===== config.mk =====
export PLATFORM = sky130hd
export DESIGN_NAME = wishbone_config_sequencer
export DESIGN_NICKNAME = d
export VERILOG_FILES = /design/src/rtl/wishbone_config_sequencer.sv
export SDC_FILE = /design/constraint.sdc
export NUM_CORES = 1
export LEC_CHECK = 0
export CAP_MARGIN = 5
export CORE_ASPECT_RATIO = 2
export CORE_MARGIN = 2
export CORE_UTILIZATION = 50
export DETAILED_ROUTE_END_ITERATION = 8
export PLACE_DENSITY = 0.73
export RECOVER_POWER = 50
export SLEW_MARGIN = 40
export SYNTH_ARGS = -nofsm -noshare
export SYNTH_HDL_FRONTEND = slang
export SYNTH_SLANG_ARGS = --single-unit

===== constraint.sdc =====
create_clock -name wb_clk_i -period 6.77 [get_ports wb_clk_i]
set_input_delay 1.0155 -clock wb_clk_i [delete_from_list [all_inputs] [get_ports wb_clk_i]]
set_output_delay 1.0155 -clock wb_clk_i [all_outputs]
set_load 0.1 [all_outputs]

===== src/rtl/wishbone_config_sequencer.sv =====
// Wishbone-programmed sequencer that streams queued 32-bit words into
// NUM_CHAINS parallel serial config chains, then pulses a common latch strobe.
module wishbone_config_sequencer #(
  parameter logic [31:0] BASE_ADDR  = 32'h3000_0000,
  parameter int unsigned NUM_CHAINS = 4,
  parameter int unsigned FIFO_DEPTH = 4,
  parameter int unsigned CNT_W      = 16
) (
  input  logic                  wb_clk_i,
  input  logic                  wb_rst_i,
  input  logic                  wbs_stb_i,
  input  logic                  wbs_cyc_i,
  input  logic                  wbs_we_i,
  input  logic [3:0]            wbs_sel_i,
  input  logic [31:0]           wbs_data_i,
  input  logic [31:0]           wbs_addr_i,
  output logic                  wbs_ack_o,
  output logic [31:0]           wbs_data_o,
  output logic                  cen,
  output logic                  shift_en_out,
  output logic [NUM_CHAINS-1:0] shift_out,
  output logic                  set_out,
  output logic                  busy
);

  localparam int unsigned STEPS  = 32 / NUM_CHAINS;
  localparam int unsigned STEP_W = $clog2(STEPS);
  localparam int unsigned AW     = $clog2(FIFO_DEPTH);
  localparam int unsigned CW     = AW + 1;

  localparam logic [1:0] REG_CTRL = 2'd0;
  localparam logic [1:0] REG_LEN  = 2'd1;
  localparam logic [1:0] REG_DATA = 2'd2;
  localparam logic [1:0] REG_STAT = 2'd3;

  typedef enum logic [1:0] {
    ST_IDLE  = 2'd0,
    ST_LOAD  = 2'd1,
    ST_SHIFT = 2'd2,
    ST_SET   = 2'd3
  } state_t;

  // ---------------------------------------------------------------------------
  // Bus decode
  // ---------------------------------------------------------------------------
  logic        hit;
  logic        req;
  logic        wr;
  logic        rd;
  logic [1:0]  offset;
  logic        ctrl_wr;
  logic        len_wr;
  logic        data_wr;
  logic        stat_wr;
  logic        unused_addr;

  assign hit     = (wbs_addr_i[31:24] == BASE_ADDR[31:24]);
  // A request still held during its own ack cycle is not accepted again.
  assign req     = wbs_stb_i & wbs_cyc_i & hit & ~wbs_ack_o;
  assign wr      = req & wbs_we_i;
  assign rd      = req & ~wbs_we_i;
  assign offset  = wbs_addr_i[3:2];
  assign ctrl_wr = wr & (offset == REG_CTRL);
  assign len_wr  = wr & (offset == REG_LEN);
  assign data_wr = wr & (offset == REG_DATA);
  assign stat_wr = wr & (offset == REG_STAT);

  assign unused_addr = ^{wbs_addr_i[23:4], wbs_addr_i[1:0]};

  // ---------------------------------------------------------------------------
  // Registers
  // ---------------------------------------------------------------------------
  logic [CNT_W-1:0] length;
  logic             go;
  logic             ovf;
  logic             ovf_clr;
  logic [31:0]      lane_mask;
  logic [31:0]      len_merged;
  logic [31:0]      rdata;

  assign lane_mask  = {{8{wbs_sel_i[3]}}, {8{wbs_sel_i[2]}},
                       {8{wbs_sel_i[1]}}, {8{wbs_sel_i[0]}}};
  assign len_merged = (32'(length) & ~lane_mask) | (wbs_data_i & lane_mask);
  assign ovf_clr    = stat_wr & wbs_sel_i[0] & wbs_data_i[3];

  // ---------------------------------------------------------------------------
  // Word FIFO
  // ---------------------------------------------------------------------------
  logic [31:0]   mem [FIFO_DEPTH];
  logic [AW-1:0] wr_ptr;
  logic [AW-1:0] rd_ptr;
  logic [CW-1:0] count;
  logic          empty;
  logic          full;
  logic          pop;
  logic          push_ok;
  logic          drop;
  logic [31:0]   head;

  assign empty   = (count == '0);
  assign full    = (count == CW'(FIFO_DEPTH));
  // A pop in the same cycle frees the slot, so a push into a full FIFO still lands.
  assign drop    = data_wr & full & ~pop;
  assign push_ok = data_wr & ~drop;
  assign head    = mem[rd_ptr];

  // Read-data multiplexer for the four word offsets.
  always_comb begin
    rdata = '0;
    case (offset)
      REG_CTRL: rdata = {31'd0, cen};
      REG_LEN:  rdata = 32'(length);
      REG_DATA: rdata = '0;
      REG_STAT: rdata = {16'd0, 8'(count), 4'd0, ovf, full, empty, busy};
      default:  rdata = '0;
    endcase
  end

  // Bus response and control/length register updates.
  always_ff @(posedge wb_clk_i) begin
    if (wb_rst_i) begin
      wbs_ack_o  <= 1'b0;
      wbs_data_o <= '0;
      cen        <= 1'b0;
      go         <= 1'b0;
      length     <= '0;
    end else begin
      wbs_ack_o  <= req;
      wbs_data_o <= rd ? rdata : '0;
      go         <= ctrl_wr & wbs_sel_i[0] & wbs_data_i[1];
      if (ctrl_wr && wbs_sel_i[0]) begin
        cen <= wbs_data_i[0];
      end
      if (len_wr) begin
        length <= CNT_W'(len_merged);
      end
    end
  end

  // Sticky overflow flag; a dropped push takes priority over a clear.
  always_ff @(posedge wb_clk_i) begin
    if (wb_rst_i) begin
      ovf <= 1'b0;
    end else if (drop) begin
      ovf <= 1'b1;
    end else if (ovf_clr) begin
      ovf <= 1'b0;
    end
  end

  // FIFO storage.
  always_ff @(posedge wb_clk_i) begin
    if (push_ok) begin
      mem[wr_ptr] <= wbs_data_i;
    end
  end

  // FIFO pointers and occupancy.
  always_ff @(posedge wb_clk_i) begin
    if (wb_rst_i) begin
      wr_ptr <= '0;
      rd_ptr <= '0;
      count  <= '0;
    end else begin
      if (push_ok) begin
        wr_ptr <= wr_ptr + AW'(1);
      end
      if (pop) begin
        rd_ptr <= rd_ptr + AW'(1);
      end
      case ({push_ok, pop})
        2'b10:   count <= count + CW'(1);
        2'b01:   count <= count - CW'(1);
        default: count <= count;
      endcase
    end
  end

  // ---------------------------------------------------------------------------
  // Sequencer FSM
  // ---------------------------------------------------------------------------
  state_t            state;
  state_t            state_n;
  logic [CNT_W-1:0]  remaining;
  logic [CNT_W-1:0]  remaining_n;
  logic [STEP_W-1:0] step;
  logic [STEP_W-1:0] step_n;
  logic [31:0]       word;
  logic [31:0]       word_n;

  // Next-state logic; the shifter always presents its next slice in the low bits.
  always_comb begin
    state_n     = state;
    remaining_n = remaining;
    step_n      = step;
    word_n      = word;
    pop         = 1'b0;
    case (state)
      ST_IDLE: begin
        if (go) begin
          remaining_n = length;
          state_n     = (length == '0) ? ST_SET : ST_LOAD;
        end
      end
      ST_LOAD: begin
        if (!empty) begin
          pop     = 1'b1;
          word_n  = head;
          step_n  = '0;
          state_n = ST_SHIFT;
        end
      end
      ST_SHIFT: begin
        remaining_n = remaining - CNT_W'(1);
        step_n      = step + STEP_W'(1);
        word_n      = word >> NUM_CHAINS;
        if (remaining == CNT_W'(1)) begin
          state_n = ST_SET;
        end else if (step == STEP_W'(STEPS - 1)) begin
          state_n = ST_LOAD;
        end
      end
      ST_SET: begin
        state_n = ST_IDLE;
      end
      default: begin
        state_n = ST_IDLE;
      end
    endcase
  end

  // State register and registered chain outputs, aligned with the state.
  always_ff @(posedge wb_clk_i) begin
    if (wb_rst_i) begin
      state        <= ST_IDLE;
      remaining    <= '0;
      step         <= '0;
      word         <= '0;
      busy         <= 1'b0;
      set_out      <= 1'b0;
      shift_en_out <= 1'b0;
      shift_out    <= '0;
    end else begin
      state        <= state_n;
      remaining    <= remaining_n;
      step         <= step_n;
      word         <= word_n;
      busy         <= (state_n != ST_IDLE);
      set_out      <= (state_n == ST_SET);
      shift_en_out <= (state_n == ST_SHIFT);
      shift_out    <= (state_n == ST_SHIFT) ? word_n[NUM_CHAINS-1:0] : '0;
    end
  end

endmodule


==> flow_summary.toml <==
[clock_tree]
hold_buffers = 0
clock_sinks = 233
worst_skew_pair.late_latency_ns = 0.50
clock_path_buffers = 3
clockRootBuffer = "clkbuf_16"
post_cts_resized = 0
clkTransAtPathRegs_ns = 0.07
htree_levels = 1
tritoncts = "done"
cts_setup_buffers = 0
cts_buffers = 20

[die]
pin_count = 114
fp.dieW_um = 100
start_util = 0.508
dieArea_um2 = 19700
core-area_um2 = 18200
die_h_um = 196
core.rowCount = 70

[place]
dpl_cell_area_um2 = 9960
dp_worst_setup_slack_ns = 2.33
io_buffers = 73
gp_congestion = 0.858
dp_hpwl_um = 14400

[synthesis]
yosysMostFrequentCell = "edfxtp_1"
ys_seq_area_frac = 0.643
yosysTopAreaCell = "edfxtp_1"
async_reset_ff_frac = 0
synth_cells = 678
syn_avg_cell_area_um2 = 13.6
synth_common_cells = "128 x edfxtp_1, 105 x dfxtp_1, 81 x nor2_1, 32 x mux4_2, 30 x a21oi_1"
synth_area_leaders = "edfxtp_1 42%, dfxtp_1 23%, mux4_2 7.8%"
synthFlopType = "edfxtp_1"
synth_top_area_share = 0.416
synth_edf_count = 128
netlist-cell-type-count = 59
synth_area_um2 = 9250
synth_warnings = 0
synth.ff_latch_count = 233

[sta]
tightest_slew_ns = 1.57
fin_skew_ns = 0.00838
fin_ws_ns = 2.80
fin_crit_ns = 3.97
final.setup.tns_ns = 0
hold_viol = 0
fmax_mhz = 252
fin_crit_sh = 0.586
drv_slew = 73
max_slew_margin = -0.0488
setup_viol = 0
rsz0062_at_grt = "no"
hold_ws_ns = 0.456

[worst_setup_path]
crit_fanout = 18
crit_start = "wbs_addr_i[26]"
reg2reg_from = "state[0]$_SDFF_PP0_"
worstSetupStartpointType = "primary input"
worstPathRequired_ns = 6.94
arrival_ns = 4.14
crit_path_end_kind = "flop"
setup.worst_path.class = "in -> reg"

[routing]
drtIter0Drc = 286
routedWlPerCell_um = 21.1
drtPass1Iterations = 9
final_antenna_net_count = 0
drc_errors = 5
avgViaCountPerCell = 6.05
routed_wirelength_um = 20500
vias = 5877

[power_and_ir_drop]
power_density_nw_per_um2 = 260
peakVddDrop_mv = 0.242
p_leak_nw = 3.55

[global_routing]
first_global_vias = 6112
globalRouteOverflowTotal = 0
grt_pass1_wl_um = 32000
grt_usage = 0.210
grt_max_degree = 90
antenna_found_initial = 0

[cells_and_area]
nets = 828
antenna_cells = 0
drive_gt1_frac = 0.111
finalInstanceArea_um2 = 10600
area_delta_synth_final_pct = 14.3

[outcome]
failed_checks = "design-rule violations, max-capacitance violations, max-slew violations"
status = "finished, violations left"

[run]
maxCapViolCount = 2

[hold_path]
hp-class = "reg -> reg"
min-delay-start = "word[5]$_SDFFE_PP0P_"
-- worst max-delay path, stage by stage --
cell and delay (ns):
dlygate4sd3_1 0.54, nor4b_1 0.50, and4_1 0.34, nor2b_1 0.54, and2_1 0.77, buf_4 0.41
-- cell families after synthesis --
group / count (synthesis) / synth area share
and+or+nand+nor: 197 / 0.109
AOI/OAI and AO/OA: 106 / 0.0806
DFF: 233 / 0.643
muxes: 61 / 0.110
adders and majority gates: 12 / 0.0170
xor gates and xnor gates: 3 / 0.00284
other: 1 / 0.000406
buffers and inverters: 65 / 0.0371
-- metal layers --
layer,track usage,vias up,routed length (µm)
met1,0.202,2900,6560
met5,0,-,0
met2,0.408,220,11900
li1,-,2684,-
met4,0.128,0,1300
met3,0.0246,73,814
-- final cells by class --
class / count / area, µm²
fill: 1495 / 7650
sequential: 233 / 5950
multi-input combinational: 395 / 3030
timing repair buffer: 82 / 633
clock buffer: 26 / 544
tap: 216 / 270
clock inverter: 9 / 101
inverter: 11 / 41.3
-- flip-flops by register name, summed over array words and instances (netlist names), 2 cells and up, named ones only --
| signal | count |
|---|---|
| rd_ptr | 2 |
| state | 2 |
| shift_out | 4 |
| mem | 128 |
| word | 32 |
| wr_ptr | 2 |
| count | 3 |
| wbs_data_o | 16 |
| step | 3 |
| remaining | 16 |
-- per-stage QoR --
step / instances / utilization / total power [mW]
floorplan: 693 / - / 1.61
global placement: 937 / 0.553 / 1.65
detailed placement: 937 / 0.547 / 1.65
CTS: 972 / 0.582 / 2.78
global route: 972 / 0.580 / 2.84
finish: 972 / 0.580 / 2.75
-- report_power, final --
part           total, mW  switching, mW  internal (mW)
clock network       1.14          0.490          0.646
registers           1.49        0.00142           1.49
logic              0.123         0.0927         0.0301
total               2.75          0.584           2.17
-- cells in the final DEF (no fill, tap or decap), drive strengths merged, types with 10 or more instances in the layout --
master / netlist / layout
nor4: 10 / 10
mux2i: 24 / 24
clkdlybuf4s50: 0 / 14
o21ai: 16 / 16
mux4: 32 / 32
clkbuf: 24 / 51
buf: 30 / 10
dlygate4sd3: 0 / 33
edfxtp: 128 / 128
nor3: 10 / 10
nand3: 12 / 12
and2: 17 / 17
conb: 1 / 16
a21oi: 30 / 30
a22oi: 14 / 14
inv: 11 / 11
dfxtp: 105 / 105
a222oi: 20 / 20
nor2: 83 / 83
nand2: 24 / 24
ha: 11 / 11
-- final timing paths --
| path | endpoint | slack, ns | depth (start not counted) |
|---|---|---|---|
| min | word[5]$_SDFFE_PP0P_ | 0.46 | 2 |
| max | mem[1][29]$_DFFE_PP_ | 2.80 | 6 |
| min reg2reg | word[5]$_SDFFE_PP0P_ | 0.46 | 2 |
| max reg2reg | word[15]$_SDFFE_PP0P_ | 3.41 | 7 |
(Power assumes the default switching activity.)
